<file path="src/rtl/collision_detector.sv">
// Cursor/obstacle collision detector with HP, frame-counted invulnerability and game-over tracking.
// Optional COLLISION_GOD_MODE_EN: hits still pulse and start invulnerability, but HP never drops.
module collision_detector #(
  parameter int CURSOR_W      = 12,
  parameter int CURSOR_H      = 12,
  parameter int HP_MAX        = 3,
  parameter int INVULN_FRAMES = 60
) (
  input  logic        clk,
  input  logic        rst,
  input  logic [11:0] hcount_in,
  input  logic [11:0] vcount_in,
  input  logic [11:0] obstacle_x,
  input  logic [11:0] obstacle_y,
  input  logic [11:0] mouse_xpos,
  input  logic [11:0] mouse_ypos,
  input  logic        game_on,
  input  logic        restart,
  output logic        hit,
  output logic [3:0]  hp,
  output logic        invulnerable,
  output logic        game_over
);

  typedef enum logic [1:0] {IDLE, ARMED, INVULN, DEAD} state_t;

  localparam logic [3:0]  HP_LOAD     = 4'(HP_MAX);
  localparam logic [7:0]  FRAMES_LOAD = 8'(INVULN_FRAMES);
  localparam logic [12:0] W_SPAN      = 13'(CURSOR_W - 1);
  localparam logic [12:0] H_SPAN      = 13'(CURSOR_H - 1);

  state_t      state;
  logic [11:0] cx;
  logic [11:0] cy;
  logic [7:0]  frame_cnt;
  logic        tick;
  logic        overlap;
  logic [12:0] x_lo, x_hi, y_lo, y_hi, ox, oy;
`ifndef COLLISION_GOD_MODE_EN
  logic [3:0]  hp_after;
`endif

  // Box edges are widened to 13 bits so a cursor near the right/bottom edge does not wrap.
  always_comb begin
    tick    = (hcount_in == 12'd0) && (vcount_in == 12'd0);
    x_lo    = {1'b0, cx};
    y_lo    = {1'b0, cy};
    x_hi    = x_lo + W_SPAN;
    y_hi    = y_lo + H_SPAN;
    ox      = {1'b0, obstacle_x};
    oy      = {1'b0, obstacle_y};
    overlap = ((obstacle_x | obstacle_y) != 12'd0) &&
              (ox >= x_lo) && (ox <= x_hi) &&
              (oy >= y_lo) && (oy <= y_hi);
  end

`ifndef COLLISION_GOD_MODE_EN
  assign hp_after = (hp != 4'd0) ? hp - 4'd1 : 4'd0;
`endif

  // Cursor is sampled once per frame so the box cannot tear mid-frame.
  always_ff @(posedge clk or negedge rst) begin
    if (!rst) begin
      cx <= 12'd0;
      cy <= 12'd0;
    end else if (tick) begin
      cx <= mouse_xpos;
      cy <= mouse_ypos;
    end
  end

  always_ff @(posedge clk or negedge rst) begin
    if (!rst) begin
      state        <= IDLE;
      hit          <= 1'b0;
      hp           <= HP_LOAD;
      invulnerable <= 1'b0;
      game_over    <= 1'b0;
      frame_cnt    <= 8'd0;
    end else if (!game_on) begin
      state        <= IDLE;
      hit          <= 1'b0;
      hp           <= HP_LOAD;
      invulnerable <= 1'b0;
      game_over    <= 1'b0;
      frame_cnt    <= 8'd0;
    end else if (restart) begin
      state        <= ARMED;
      hit          <= 1'b0;
      hp           <= HP_LOAD;
      invulnerable <= 1'b0;
      game_over    <= 1'b0;
      frame_cnt    <= 8'd0;
    end else begin
      hit <= 1'b0;
      case (state)
        IDLE: begin
          hp           <= HP_LOAD;
          invulnerable <= 1'b0;
          game_over    <= 1'b0;
          state        <= ARMED;
        end
        ARMED: begin
          if (overlap) begin
            hit <= 1'b1;
`ifdef COLLISION_GOD_MODE_EN
            state        <= INVULN;
            invulnerable <= 1'b1;
            frame_cnt    <= FRAMES_LOAD;
`else
            hp <= hp_after;
            if (hp_after == 4'd0) begin
              state     <= DEAD;
              game_over <= 1'b1;
            end else begin
              state        <= INVULN;
              invulnerable <= 1'b1;
              frame_cnt    <= FRAMES_LOAD;
            end
`endif
          end
        end
        INVULN: begin
          invulnerable <= 1'b1;
          if (tick) begin
            if (frame_cnt <= 8'd1) begin
              frame_cnt    <= 8'd0;
              invulnerable <= 1'b0;
              state        <= ARMED;
            end else begin
              frame_cnt <= frame_cnt - 8'd1;
            end
          end
        end
        DEAD: begin
          game_over    <= 1'b1;
          hp           <= 4'd0;
          invulnerable <= 1'b0;
        end
        default: state <= IDLE;
      endcase
    end
  end

endmodule

</file>
<file path="config.mk">
export PLATFORM = sky130hd
export DESIGN_NAME = collision_detector
export DESIGN_NICKNAME = d
export VERILOG_FILES = /design/src/rtl/collision_detector.sv
export SDC_FILE = /design/constraint.sdc
export NUM_CORES = 1
export LEC_CHECK = 0
export BUFFER_PORTS_ARGS = -buffer_cell sky130_fd_sc_hd__clkbuf_2
export CAP_MARGIN = 20
export CORE_MARGIN = 4
export CORE_UTILIZATION = 35
export DETAILED_ROUTE_END_ITERATION = 8
export PLACE_DENSITY = 0.56
export RECOVER_POWER = 50
export SYNTH_ARGS = -nofsm -noshare
export SYNTH_HDL_FRONTEND = slang
export SYNTH_SLANG_ARGS = --single-unit
</file>
<file path="constraint.sdc">
create_clock -name clk -period 4.35 [get_ports clk]
set_input_delay 0.2175 -clock clk [delete_from_list [all_inputs] [get_ports clk]]
set_output_delay 0.2175 -clock clk [all_outputs]
set_load 0.01 [all_outputs]
</file>
==> results_dict.tcl <==
set metrics [dict create \
    post_route_setup_tns_ns 0 \
    synth_area_um2 3500 \
    routed-via-count 3270 \
    routedWlPerCell_um 14.1 \
    placed_area_um2 4060 \
    synth_simple_gate_area_share_pct 21.2 \
    ys_types 48 \
    gr-usage-all-layers_pct 16.2 \
    register_to_register_setup_slack_ns 0.41 \
    worst_slew_margin_rel_pct -54.6 \
    ys_seq_area_share_pct 29.4 \
    rows 36 \
    synth-compound-area-share_pct 18.3 \
    worstHoldPathCells 3 \
    path_type_of_the_worst_setup_path "reg2reg" \
    grt_start_max_net_pins 51 \
    fin_crit_sh_pct 90.5 \
    clockBufferDepth 2 \
    worstHoldStart "mouse_ypos[5]" \
    post_layout_nonfiller_instances 635 \
    area_growth_syn_to_layout_pct 19.4 \
    power_switching_share_pct 29.0 \
    ctsHtreeMaxLevel 2 \
    clock_root_buffer_master "clkbuf_8" \
    fin_nets 633 \
    fp.dieW_um 108 \
    clk_transition_reported_paths_ns 0.09 \
    ys.flop_type "dfrtp_1" \
    power.internal_uw 634 \
    synth_area_per_cell_um2 8.37 \
    gpl.final_weighted_congestion 0.863 \
    global_route_overflow 0 \
    syn-instance-count 418 \
    grt_antenna_before_repair 0 \
    postLayoutCellArea_um2 4180 \
    vdd.ir_drop.worst_uv 122 \
    numClockSinks 41 \
    cp_data_required_time_ns 4.55 \
    final_hold_viol_count 0 \
    hold_path.class "in2reg" \
    cap_violations 1 \
    postRouteAntennaNets 0 \
    worst_r2r_startpoint "cy[0]" \
    synth.yosys.warnings 0 \
    synthTopCellsByArea "dfrtp_1 (28%), ha_1 (20%), nand2_1 (5.6%)" \
    initial_utilization_pct 35.8 \
    portBuffers 82 \
    drt-initial-drc-count 147 \
    drcViolationCount 0 \
    p_comb_share_pct 18.4 \
    worst-r2r-cell-count 15 \
    setup_repair_after_global_routing_missed_its_margin "false" \
    core_region_area_um2 9770 \
    fp.dieArea_um2 11700 \
    cts-buffers-inserted 5 \
    worstPathMaxFanout 15 \
    clock_power_share_pct 36.6 \
    first_pass_iters 4 \
    hpwlAfterDp_mm 7.21 \
    placed_cells_incl_taps 626 \
    critical_path_arrival_ns 4.14 \
    worst_skew_pair.late_latency_ns 0.31 \
    floorplan.io_pins 83 \
    dominant_combinational_cell_family_by_area_after_synthesis "simple AND/OR/NAND/NOR gates" \
    synth-edff-count 0 \
    powerDensity_nw_per_um2 214 \
    post-synth-top-area-cell "dfrtp_1" \
    part_of_the_total_power_dissipated_in_sequential_elements_pct 45.0 \
    violated_checks "max-capacitance violations, max-slew violations" \
    cts_resized 0 \
    grt_pass1_wl_mm 15.3 \
    outcome "finished, violations left" \
    yosys.area.top_type_share_pct 27.9 \
    max_slew.worst_pin.slew_ns 2.32 \
    die_h_um 108 \
    startpoint_class "flop" \
    p_leak_uw 0.00207 \
    grt_pass1_vias 3302 \
    fmaxAchievable_ghz 0.254 \
    muxShareOfSynthArea_pct 1.14 \
    synth_fp_nets 550 \
    min_period_ns 3.94 \
    critPathCaptureType "flop" \
    fin_skew_ns 0.0104 \
    diodes 0 \
    timing.final.max_slew_violations 42 \
    reg2reg_to "frame_cnt[2]" \
    ys_async_sr_fraction_pct 100 \
    synth_seq_cells 41 \
    count_of_endpoints_failing_setup_in_the_final_report 0 \
    synth_most_common_cell "ha_1" \
    hold_path_end "cy[5]" \
    power.net_switching_uw 259 \
    tritoncts "done" \
    post_drt_via_cell_ratio 5.15 \
    post_route_cells_drive_above_1_share_pct 20.5 \
    synth_top_cells_by_count "ha_1 (56), nand2_1 (52), dfrtp_1 (39)" \
    xor_xnor_cell_area_share_of_the_yosys_netlist_pct 4.76 \
    route.final.wire_length_mm 8.96 \
    synthAdderAreaFrac_pct 20.0 \
]
cells by family after synthesis:
logic type               after synthesis
flip-flops                            41
buffers and inverters                 46
multiplexers                           4
adder cells (fa/ha/maj)               56
AO/OA/AOI/OAI                        101
AND/OR/NAND/NOR                      151
XOR/XNOR                              19
sequential cells by signal (all words and copies together), names as in the netlist:
| name | cells |
|---|---|
| hp | 4 |
| hit | 1 |
| game_over | 1 |
| state | 2 |
| invulnerable | 1 |
| cx | 12 |
| cy | 12 |
| frame_cnt | 8 |
critical path, stage by stage (launching register included):
cell and delay [ns]:
dfrtp_1 0.39, inv_1 0.11, ha_1 0.19, nor2b_1 0.07, o211ai_1 0.38, nor3_1 0.12, xnor2_1 0.15, ha_1 0.30
nand3_1 0.12, or4_1 0.53, o31ai_1 0.09, a31o_2 0.17, nand4_4 0.16, o31ai_4 0.67, a21boi_2 0.30, nor4_1 0.07
final cells by class:
class,instances,area [µm²]
multi-input cells,331,2300
flip-flops and latches,41,1030
well taps,133,166
clock inverters,3,46.3
clock buffers,5,68.8
fillers,1030,5600
repair buffers,86,435
inverters,36,135
metal layers:
metal | vias to the layer above | share of wire (%) | track usage [%] | routed length (µm)
met5 | - | 0 | 0 | 0
met4 | 0 | 1.6 | 4.51 | 139
met3 | 12 | 6.3 | 3.46 | 569
met2 | 91 | 46 | 27.0 | 4150
met1 | 1507 | 46 | 21.4 | 4100
li1 | 1660 | - | - | -
worst max-delay path by stage:
stage | startpoint | to | slack (ns) | cells past startpoint
5_1_grt | cy[0] | frame_cnt[2] | 0.002 | 15
2_1_floorplan | cy[0] | frame_cnt[6] | 1.03 | 16
6_report | cy[0] | frame_cnt[2] | 0.41 | 15
3_3_place_gp | cy[0] | frame_cnt[2] | 0.62 | 15
3_5_place_dp | cy[0] | frame_cnt[2] | 0.46 | 15
4_1_cts | cy[0] | frame_cnt[2] | 0.43 | 15
power by group through the flow:
stage          Sequential, µW  Clock, µW  Combinational [µW]
6_report                  402        327                 164
5_1_grt                   404        356                 187
4_1_cts                   402        340                 166
3_5_place_dp              409          0                 165
3_3_place_gp              410          0                 162
2_1_floorplan             409          0                87.6
what timing repair did:
action / in CTS / in global routing
hold endpoints to repair: 21 / 0
setup buffers: 0 / 0
hold buffers: 1 / 0
setup endpoints to repair: 0 / 0
through the flow:
step                power (µW)  setup slack [ns]  utilization (%)  hold WS (ns)
global route               947           0.00212             42.7        0.0938
global placement           571             0.620             41.5         0.334
detailed placement         574             0.456             41.5         0.333
finish                     893             0.411             42.7         0.102
CTS                        908             0.427             42.8        0.0886
floorplan                  496              1.03                -       -0.0781
cells in the final DEF, fill, tap and decap left out, types with 3 or more instances in the layout:
master    instances
clkbuf_2         79
xnor2_1          17
nor4_1           13
clkbuf_1          4
a21o_1            6
a21oi_1          24
and4_1            3
nand3_1          18
nor3_1           11
ha_1             56
o21ai_0          38
o31ai_1           4
mux2i_1           4
nand2b_1          4
inv_1            36
nor2_1           26
nand2_1          52
a31o_2            3
dfrtp_1          39
o221ai_1          3
nor2b_1           3
nand4_1           9
o21a_1            3
or3_1             3
clkbuf_8          5
Power figures use the tool's default switching activity.
